===== src/rtl/mem_wb_pipe_stage.sv =====
// rtl/mem_wb_pipe_stage.sv - MEM->WB pipeline stage register with handshake, flush, forwarding tap and stall counter
//
// Purpose:
//   Holds one memory-stage result between data-memory access and register-file
//   write-back. Upstream and downstream are decoupled by a valid/ready
//   handshake. A synchronous flush drops every held and incoming entry.
//   The write-back enable and the forwarding valid are gated by out_valid so
//   bubbles never write. A saturating counter records downstream stall cycles.
//
// Configuration macro:
//   MEM_WB_SKID_EN  undefined : single-entry stage, in_ready = !out_valid | out_ready
//                   defined   : two-entry skid buffer, in_ready is registered
//
// Ports:
//   clk, rst           clock and synchronous active-high reset
//   flush              drop held and incoming entries this cycle
//   in_valid/in_ready  upstream handshake
//   in_wb_en           entry writes the register file
//   in_mem_r_en        entry is a load (write back memory data)
//   in_alu_res         ALU result
//   in_mem_data        data-memory read result
//   in_dest            destination register index
//   out_valid/out_ready downstream handshake
//   out_wb_en          stored wb_en gated by out_valid
//   out_mem_r_en       stored mem_r_en
//   out_alu_res        stored ALU result
//   out_mem_data       stored memory result
//   out_dest           stored destination
//   fwd_valid          out_valid & out_wb_en
//   fwd_dest           forwarding destination (= out_dest)
//   fwd_value          selected write-back value
//   stall_cnt          saturating count of out_valid & !out_ready cycles

module mem_wb_pipe_stage #(
  parameter int DATA_W = 32,
  parameter int DEST_W = 4,
  parameter int CNT_W  = 16
) (
  input  logic              clk,
  input  logic              rst,
  input  logic              flush,
  input  logic              in_valid,
  output logic              in_ready,
  input  logic              in_wb_en,
  input  logic              in_mem_r_en,
  input  logic [DATA_W-1:0] in_alu_res,
  input  logic [DATA_W-1:0] in_mem_data,
  input  logic [DEST_W-1:0] in_dest,
  output logic              out_valid,
  input  logic              out_ready,
  output logic              out_wb_en,
  output logic              out_mem_r_en,
  output logic [DATA_W-1:0] out_alu_res,
  output logic [DATA_W-1:0] out_mem_data,
  output logic [DEST_W-1:0] out_dest,
  output logic              fwd_valid,
  output logic [DEST_W-1:0] fwd_dest,
  output logic [DATA_W-1:0] fwd_value,
  output logic [CNT_W-1:0]  stall_cnt
);

  typedef struct packed {
    logic              wb_en;
    logic              mem_r_en;
    logic [DATA_W-1:0] alu_res;
    logic [DATA_W-1:0] mem_data;
    logic [DEST_W-1:0] dest;
  } entry_t;

  entry_t in_entry;
  entry_t main_q, main_d;
  logic   valid;
  logic   accept;
  logic   consume;

  assign in_entry.wb_en    = in_wb_en;
  assign in_entry.mem_r_en = in_mem_r_en;
  assign in_entry.alu_res  = in_alu_res;
  assign in_entry.mem_data = in_mem_data;
  assign in_entry.dest     = in_dest;

  // Flush wins over a simultaneous accept, so it is folded into accept itself.
  assign accept  = in_valid & in_ready & ~flush;
  assign consume = valid & out_ready;

`ifdef MEM_WB_SKID_EN

  typedef enum logic [1:0] {
    S_EMPTY = 2'd0,
    S_ONE   = 2'd1,
    S_TWO   = 2'd2
  } state_t;

  state_t state_q, state_d;
  entry_t skid_q, skid_d;

  assign valid = (state_q != S_EMPTY);
  // Purely a function of registered state: no path from out_ready.
  assign in_ready = (state_q != S_TWO);

  always_ff @(posedge clk) begin
    if (rst) begin
      state_q <= S_EMPTY;
      main_q  <= '0;
      skid_q  <= '0;
    end else begin
      state_q <= state_d;
      main_q  <= main_d;
      skid_q  <= skid_d;
    end
  end

  always_comb begin
    state_d = state_q;
    main_d  = main_q;
    skid_d  = skid_q;
    if (flush) begin
      // Payload left untouched; only occupancy is dropped.
      state_d = S_EMPTY;
    end else begin
      case (state_q)
        S_EMPTY: begin
          if (accept) begin
            main_d  = in_entry;
            state_d = S_ONE;
          end
        end
        S_ONE: begin
          if (accept && consume) begin
            main_d = in_entry;
          end else if (accept) begin
            // Downstream stalled: park the younger entry behind main.
            skid_d  = in_entry;
            state_d = S_TWO;
          end else if (consume) begin
            state_d = S_EMPTY;
          end
        end
        S_TWO: begin
          if (consume) begin
            main_d  = skid_q;
            state_d = S_ONE;
          end
        end
        default: state_d = S_EMPTY;
      endcase
    end
  end

`else

  logic out_valid_q, out_valid_d;

  assign valid    = out_valid_q;
  assign in_ready = ~out_valid_q | out_ready;

  always_ff @(posedge clk) begin
    if (rst) begin
      out_valid_q <= 1'b0;
      main_q      <= '0;
    end else begin
      out_valid_q <= out_valid_d;
      main_q      <= main_d;
    end
  end

  always_comb begin
    out_valid_d = out_valid_q;
    main_d      = main_q;
    if (accept) begin
      main_d = in_entry;
    end
    if (flush) begin
      out_valid_d = 1'b0;
    end else if (accept) begin
      // Covers accept-with-consume: stays valid with the new payload.
      out_valid_d = 1'b1;
    end else if (consume) begin
      out_valid_d = 1'b0;
    end
  end

`endif

  // Stall counter: saturating, reset only by rst, independent of flush.
  logic [CNT_W-1:0] stall_cnt_q, stall_cnt_d;

  always_comb begin
    stall_cnt_d = stall_cnt_q;
    if (valid && !out_ready && !(&stall_cnt_q)) begin
      stall_cnt_d = stall_cnt_q + CNT_W'(1);
    end
  end

  always_ff @(posedge clk) begin
    if (rst) begin
      stall_cnt_q <= '0;
    end else begin
      stall_cnt_q <= stall_cnt_d;
    end
  end

  assign out_valid    = valid;
  assign out_wb_en    = main_q.wb_en & valid;
  assign out_mem_r_en = main_q.mem_r_en;
  assign out_alu_res  = main_q.alu_res;
  assign out_mem_data = main_q.mem_data;
  assign out_dest     = main_q.dest;
  assign fwd_valid    = valid & main_q.wb_en;
  assign fwd_dest     = main_q.dest;
  assign fwd_value    = main_q.mem_r_en ? main_q.mem_data : main_q.alu_res;
  assign stall_cnt    = stall_cnt_q;

endmodule


===== config.mk =====
export PLATFORM = sky130hd
export DESIGN_NAME = mem_wb_pipe_stage
export DESIGN_NICKNAME = d
export VERILOG_FILES = /design/src/rtl/mem_wb_pipe_stage.sv
export SDC_FILE = /design/constraint.sdc
export NUM_CORES = 1
export LEC_CHECK = 0
export CAP_MARGIN = 20
export CORE_MARGIN = 8
export CORE_UTILIZATION = 44
export DETAILED_ROUTE_END_ITERATION = 8
export PLACE_DENSITY_LB_ADDON = 0.12
export SETUP_SLACK_MARGIN = 0.02
export SKIP_CTS_REPAIR_TIMING = 1
export SLEW_MARGIN = 15
export SYNTH_ARGS = -nofsm -noshare
export SYNTH_HDL_FRONTEND = slang
export SYNTH_SLANG_ARGS = --single-unit
export TNS_END_PERCENT = 20

===== constraint.sdc =====
create_clock -name clk -period 5.65 [get_ports clk]
set_clock_uncertainty 0.05 [all_clocks]
set_input_delay 1.695 -clock clk [delete_from_list [all_inputs] [get_ports clk]]
set_output_delay 1.695 -clock clk [all_outputs]
set_load 0.1 [all_outputs]

==> flow_summary.ini, run 1 <==
[global_route]
grt_usage_pct = 18.14
grt_pass1_wl_microns = 18970
grt_util_met3_pct = 7.242
antenna_found_initial = 0
grt_max_degree = 71
overflow = 0
grt-busiest-layer = met2
grtUsageMet2_pct = 29.77
grt_use_met1_pct = 21.07
grt_pass1_vias = 3627

[final_layout]
drive_gt1_share_pct = 14.06
area_delta_synth_final_pct = 39.16
n_antenna_cell = 0
final_cells = 737
layout_common_cells = 165 x clkdlybuf4s50_1, 143 x nand2_1, 87 x dfxtp_1
final_common_cell = clkdlybuf4s50_1
fin_area_sq_um = 5744
nets = 697
finish.utilization_pct = 62.76

[route]
first_pass_iters = 6
dr_total_vias = 3702
wl_per_cell_microns = 16.23
wl_microns = 11960
antenna_left = 0
drcViolationCount = 0
drt_iter0_drc = 152
post_drt_via_cell_ratio = 5.023

[sta]
finalSetupViolCount = 0
finalHoldViolCount = 0
worst_pin_slew_ns = 1.030
slew_viol_final = 0
setup_slack_ns = 1.064
max_freq_mhz = 218.1
finalCriticalPeriod_ns = 4.586
setup_tns_ns = 0
rsz0062_at_grt = false
max-slew-margin-rel_pct = 31.14
finalCritPeriodShare_pct = 81.17

[floorplan]
die_w_microns = 112.9
core_area_sq_um = 9153
die_y_microns = 112.9
die_area_sq_um = 12740
ios = 200
rows = 35
initial_utilization_pct = 45.10

[run]
cap_viol_max_count = 0

[place]
dpl.hpwl_microns = 8648
routabilityCongestion = 0.7657
dp_cells = 721
port-buffer-count = 199
dpl_cell_area_sq_um = 5553
pre_cts_ws_ns = 1.078

[cts]
cts_sinks = 87
cts_buffers = 9
clk_latency_ns = 0.33
cts_root_buf = clkbuf_8
cts.path.max_buffers = 2
cts_tree = yes
clkTransAtPathRegs_ns = 0.08
htreeDepth = 3

[critical_path]
cp-end-kind = primary output
cp-start-kind = primary input
crit_fanout = 4
crit_type = in2out
worstPathRequired_ns = 3.90
critPathArrivalTime_ns = 2.84

[power_and_ir_drop]
ir_drop_mv = 0.1364
p_leak_nw = 2.104
power_per_cell_area_nw_per_um2 = 269.2

[yosys]
ys_ff_latch = 87
synthesis.area_sq_um = 4128
synth.avg_cell_area_sq_um = 8.125
syn_nets = 584
synth-seq-area-share_pct = 42.19
yosysUniqueCellTypes = 33
syn_inst = 508
ys_warn_count = 0

[status]
status = complete, no violations

[worst_hold_path]
hold_path.class = reg2reg
-- registers in the layout (all words and copies together), names as in the netlist --
| register | count |
|---|---|
| out_alu_res | 32 |
| stall_cnt | 16 |
| fwd_dest | 4 |
| main_q | 1 |
| out_mem_data | 32 |
| out_mem_r_en | 1 |
| out_valid | 1 |
-- cell families (layout without fill, tap and decap cells) --
family	Yosys count	count (layout)	share of synthesized area, %
AND/OR/NAND/NOR	183	183	19.31
flip-flops	87	87	42.19
adder cells (fa/ha/maj)	1	1	0.3031
buffers and inverters	106	224	16.28
multiplexers	34	34	9.215
XOR/XNOR	1	1	0.2122
AO/OA/AOI/OAI	96	96	12.49
-- final timing paths --
kind,depth (start not counted),slack [ns],endpoint,from
min reg2reg,2,0.42,out_mem_data[18]$_SDFFE_PP0P_,out_mem_data[18]$_SDFFE_PP0P_
max,4,1.06,in_ready,out_ready
min,2,0.42,out_mem_data[18]$_SDFFE_PP0P_,out_mem_data[18]$_SDFFE_PP0P_
max reg2reg,5,3.53,stall_cnt[1]$_SDFFE_PP0P_,stall_cnt[0]$_SDFFE_PP0P_
-- metrics by stage --
stage	hold slack (ns)	total power (W)
after CTS	0.4222	0.001566
after global placement	0.3942	0.001136
after floorplan	0.3817	0.001036
after global routing	0.4417	0.001607
final	0.4203	0.001546
after detailed placement	0.4074	0.001140
-- per-layer routing --
metal	up-vias	wire length (microns)
met4	0	196
met5	-	0
met2	129	5595
li1	1853	-
met1	1707	5094
met3	13	1077
-- worst max-delay path, stage by stage --
cell and delay, ns:
clkdlybuf4s50_1 0.41, nor2b_1 0.30, inv_1 0.16, buf_4 0.26
-- layout make-up --
class / count / area, sq um
clock buffers: 13 / 148.9
clock inverters: 3 / 42.54
fillers: 822 / 3408
inverters: 5 / 18.77
multi-input cells: 315 / 1719
flip-flops and latches: 87 / 1742
well taps: 111 / 138.9
repair buffers: 203 / 1934
-- power by group --
part	switching (W)	internal [W]
combinational	0.000343	0.000127
clock	0.000206	0.000217
sequential	0.0000177	0.000637
-- cell usage after synthesis --
library cell	n	share of area, %
nor3b_1	1	0.18
and3_1	1	0.15
nor3_1	5	0.61
nand4b_1	1	0.21
a31oi_1	2	0.30
mux2i_1	2	0.49
o2111a_1	1	0.27
dfxtp_1	87	42
a211oi_1	1	0.18
nand2_1	143	13
or3_1	7	1.1
o41ai_2	1	0.39
mux2_2	32	8.7
nor4bb_1	1	0.24
clkbuf_1	28	2.5
buf_4	73	13
nand4_1	3	0.45
o21ai_0	6	0.73
or4_4	1	0.27
nor4_1	2	0.30
o31ai_1	5	0.91
a21oi_1	80	9.7
xor2_1	1	0.21
nor2b_1	1	0.15
and2_1	1	0.15
or4_1	4	0.73
ha_1	1	0.30
nand3_1	4	0.49
or2_2	1	0.15
nand3b_1	1	0.18
inv_1	5	0.45
nand4_4	1	0.52
nor2_1	5	0.45
No activity file was read; power rests on OpenSTA's default activity.
==> inputs of run 2 (changes only) <==
--- a/config.mk
+++ b/config.mk
@@ -7,7 +7,7 @@
 export LEC_CHECK = 0
 export CAP_MARGIN = 20
 export CORE_MARGIN = 8
-export CORE_UTILIZATION = 44
+export CORE_UTILIZATION = 37
 export DETAILED_ROUTE_END_ITERATION = 8
 export PLACE_DENSITY_LB_ADDON = 0.12
 export SETUP_SLACK_MARGIN = 0.02
==> constraint.sdc (replaced) <==
create_clock -name clk -period 3.9 [get_ports clk]
set_clock_uncertainty 0.05 [all_clocks]
set_input_delay 1.17 -clock clk [delete_from_list [all_inputs] [get_ports clk]]
set_output_delay 1.17 -clock clk [all_outputs]
set_load 0.1 [all_outputs]
==> flow_summary.ini, run 2 (synthesized netlist as in run 1, its figures left out) <==
[cts]
htreeDepth = 3
clk_latency_ns = 0.34
cts_buffers = 9
cts_root_buf = clkbuf_8
cts.path.max_buffers = 2
cts_sinks = 87
cts_tree = yes
clkTransAtPathRegs_ns = 0.08

[critical_path]
cp-end-kind = primary output
crit_family = buffers and inverters
path_cells = clkdlybuf4s50_1 -> nor2b_1 -> inv_1 -> buf_12
critPathArrivalTime_ns = 2.24
crit_fanout = 4
crit_type = in2out
worstPathRequired_ns = 2.68
cp_slowest_cell = clkdlybuf4s50_1
r2r-start = stall_cnt[0]$_SDFFE_PP0P_
cp-start-kind = primary input
critPathBufInv = 3
startpoint = out_ready
slowest_delay_ns = 0.41

[final_layout]
register_area_sq_um = 1742
layout_common_cells = 143 x nand2_1, 94 x buf_4, 87 x dfxtp_1
multi_input_area_sq_um = 1719
finish.utilization_pct = 55.37
area_delta_synth_final_pct = 46.04
n_antenna_cell = 0
final_common_cell = nand2_1
fillerInstances = 997
nets = 698
drive_gt1_share_pct = 29.35

[route]
wl_microns = 12550
antenna_left = 0
dr_total_vias = 3728
drt_iter0_drc = 165
drcViolationCount = 0
wl_per_cell_microns = 16.36
first_pass_iters = 4
post_drt_via_cell_ratio = 4.860

[power_and_ir_drop]
power_w = 0.002353
p_leak_nw = 2.414
ir_drop_mv = 0.2249
power_per_cell_area_nw_per_um2 = 390.4

[sta]
finalCriticalPeriod_ns = 3.465
finalSetupViolCount = 0
finalCritPeriodShare_pct = 88.84
finalHoldViolCount = 0
max_freq_mhz = 288.6
max-slew-margin-rel_pct = 41.36
rsz0062_at_grt = false
worst_pin_slew_ns = 0.8729
slew_viol_final = 0
setup_tns_ns = 0

[run]
cap_viol_max_count = 0

[global_route]
grt_max_degree = 71
grt_pass1_wl_microns = 19490
grt_pass1_vias = 3631
overflow = 0
antenna_found_initial = 0
grt-busiest-layer = met2
grtUsageMet2_pct = 27.07
grt_usage_pct = 16.36
grt_util_met3_pct = 4.998
grt_use_met1_pct = 19.93

[floorplan]
core_area_sq_um = 10890
rows = 38
die_y_microns = 121.6
die_area_sq_um = 14790
ios = 200
die_w_microns = 121.6
initial_utilization_pct = 37.91

[place]
port-buffer-count = 199
dpl.hpwl_microns = 9409
routabilityCongestion = 0.7673

[status]
status = complete, no violations

[worst_hold_path]
hold_path.class = reg2reg
min-delay-start = out_alu_res[29]$_SDFFE_PP0P_
==> run 2: cell count changes in the layout (fill, tap and decap cells not counted) <==
| cell | delta |
|---|---|
| clkdlybuf4s50_1 | -92 |
| clkbuf_1 | -3 |
| buf_12 | +36 |
| bufinv_16 | +1 |
| clkbuf_8 | -1 |
| buf_4 | +57 |
| clkinv_2 | +3 |
==> run 2: final timing paths <==
kind	cells past startpoint	slack, ns	to
max	4	0.44	in_ready
max reg2reg	5	1.79	stall_cnt[1]$_SDFFE_PP0P_
min	2	0.42	out_alu_res[29]$_SDFFE_PP0P_
min reg2reg	2	0.42	out_alu_res[29]$_SDFFE_PP0P_
==> run 2: power breakdown <==
group | internal (W) | switching (W)
Clock | 0.000357 | 0.000319
Sequential | 0.000922 | 0.0000287
Combinational | 0.000220 | 0.000506
Total | 0.00150 | 0.000854
==> run 2: area by class of cell <==
class | count | area share, %
multi-input combinational | 315 | 28.52
clock inverter | 7 | 1.453
clock buffer | 9 | 2.055
inverter | 5 | 0.3113
sequential | 87 | 28.89
timing repair buffer | 204 | 35.87
tap | 140 | 2.906
==> run 2: worst min-delay path, stage by stage, from the launching register on <==
cell,delay [ns]
dfxtp_1,0.33
nand2_1,0.05
a21oi_1,0.05
==> run 2: metal layers <==
layer	wire length, microns	vias to the layer above
met5	0	-
met3	959	9
li1	-	1855
met4	126	0
met2	5925	126
met1	5536	1738
==> run 2: through the flow <==
stage               instances  setup slack (ns)  area [sq um]  hold WS (ns)
global placement          751            0.4505          5817        0.4060
detailed placement        751            0.4421          5817        0.4140
finish                    767            0.4353          6028        0.4230
global route              767            0.3721          6028        0.4449
CTS                       767            0.4334          6028        0.4260
floorplan                 508            0.4068          4128        0.3817
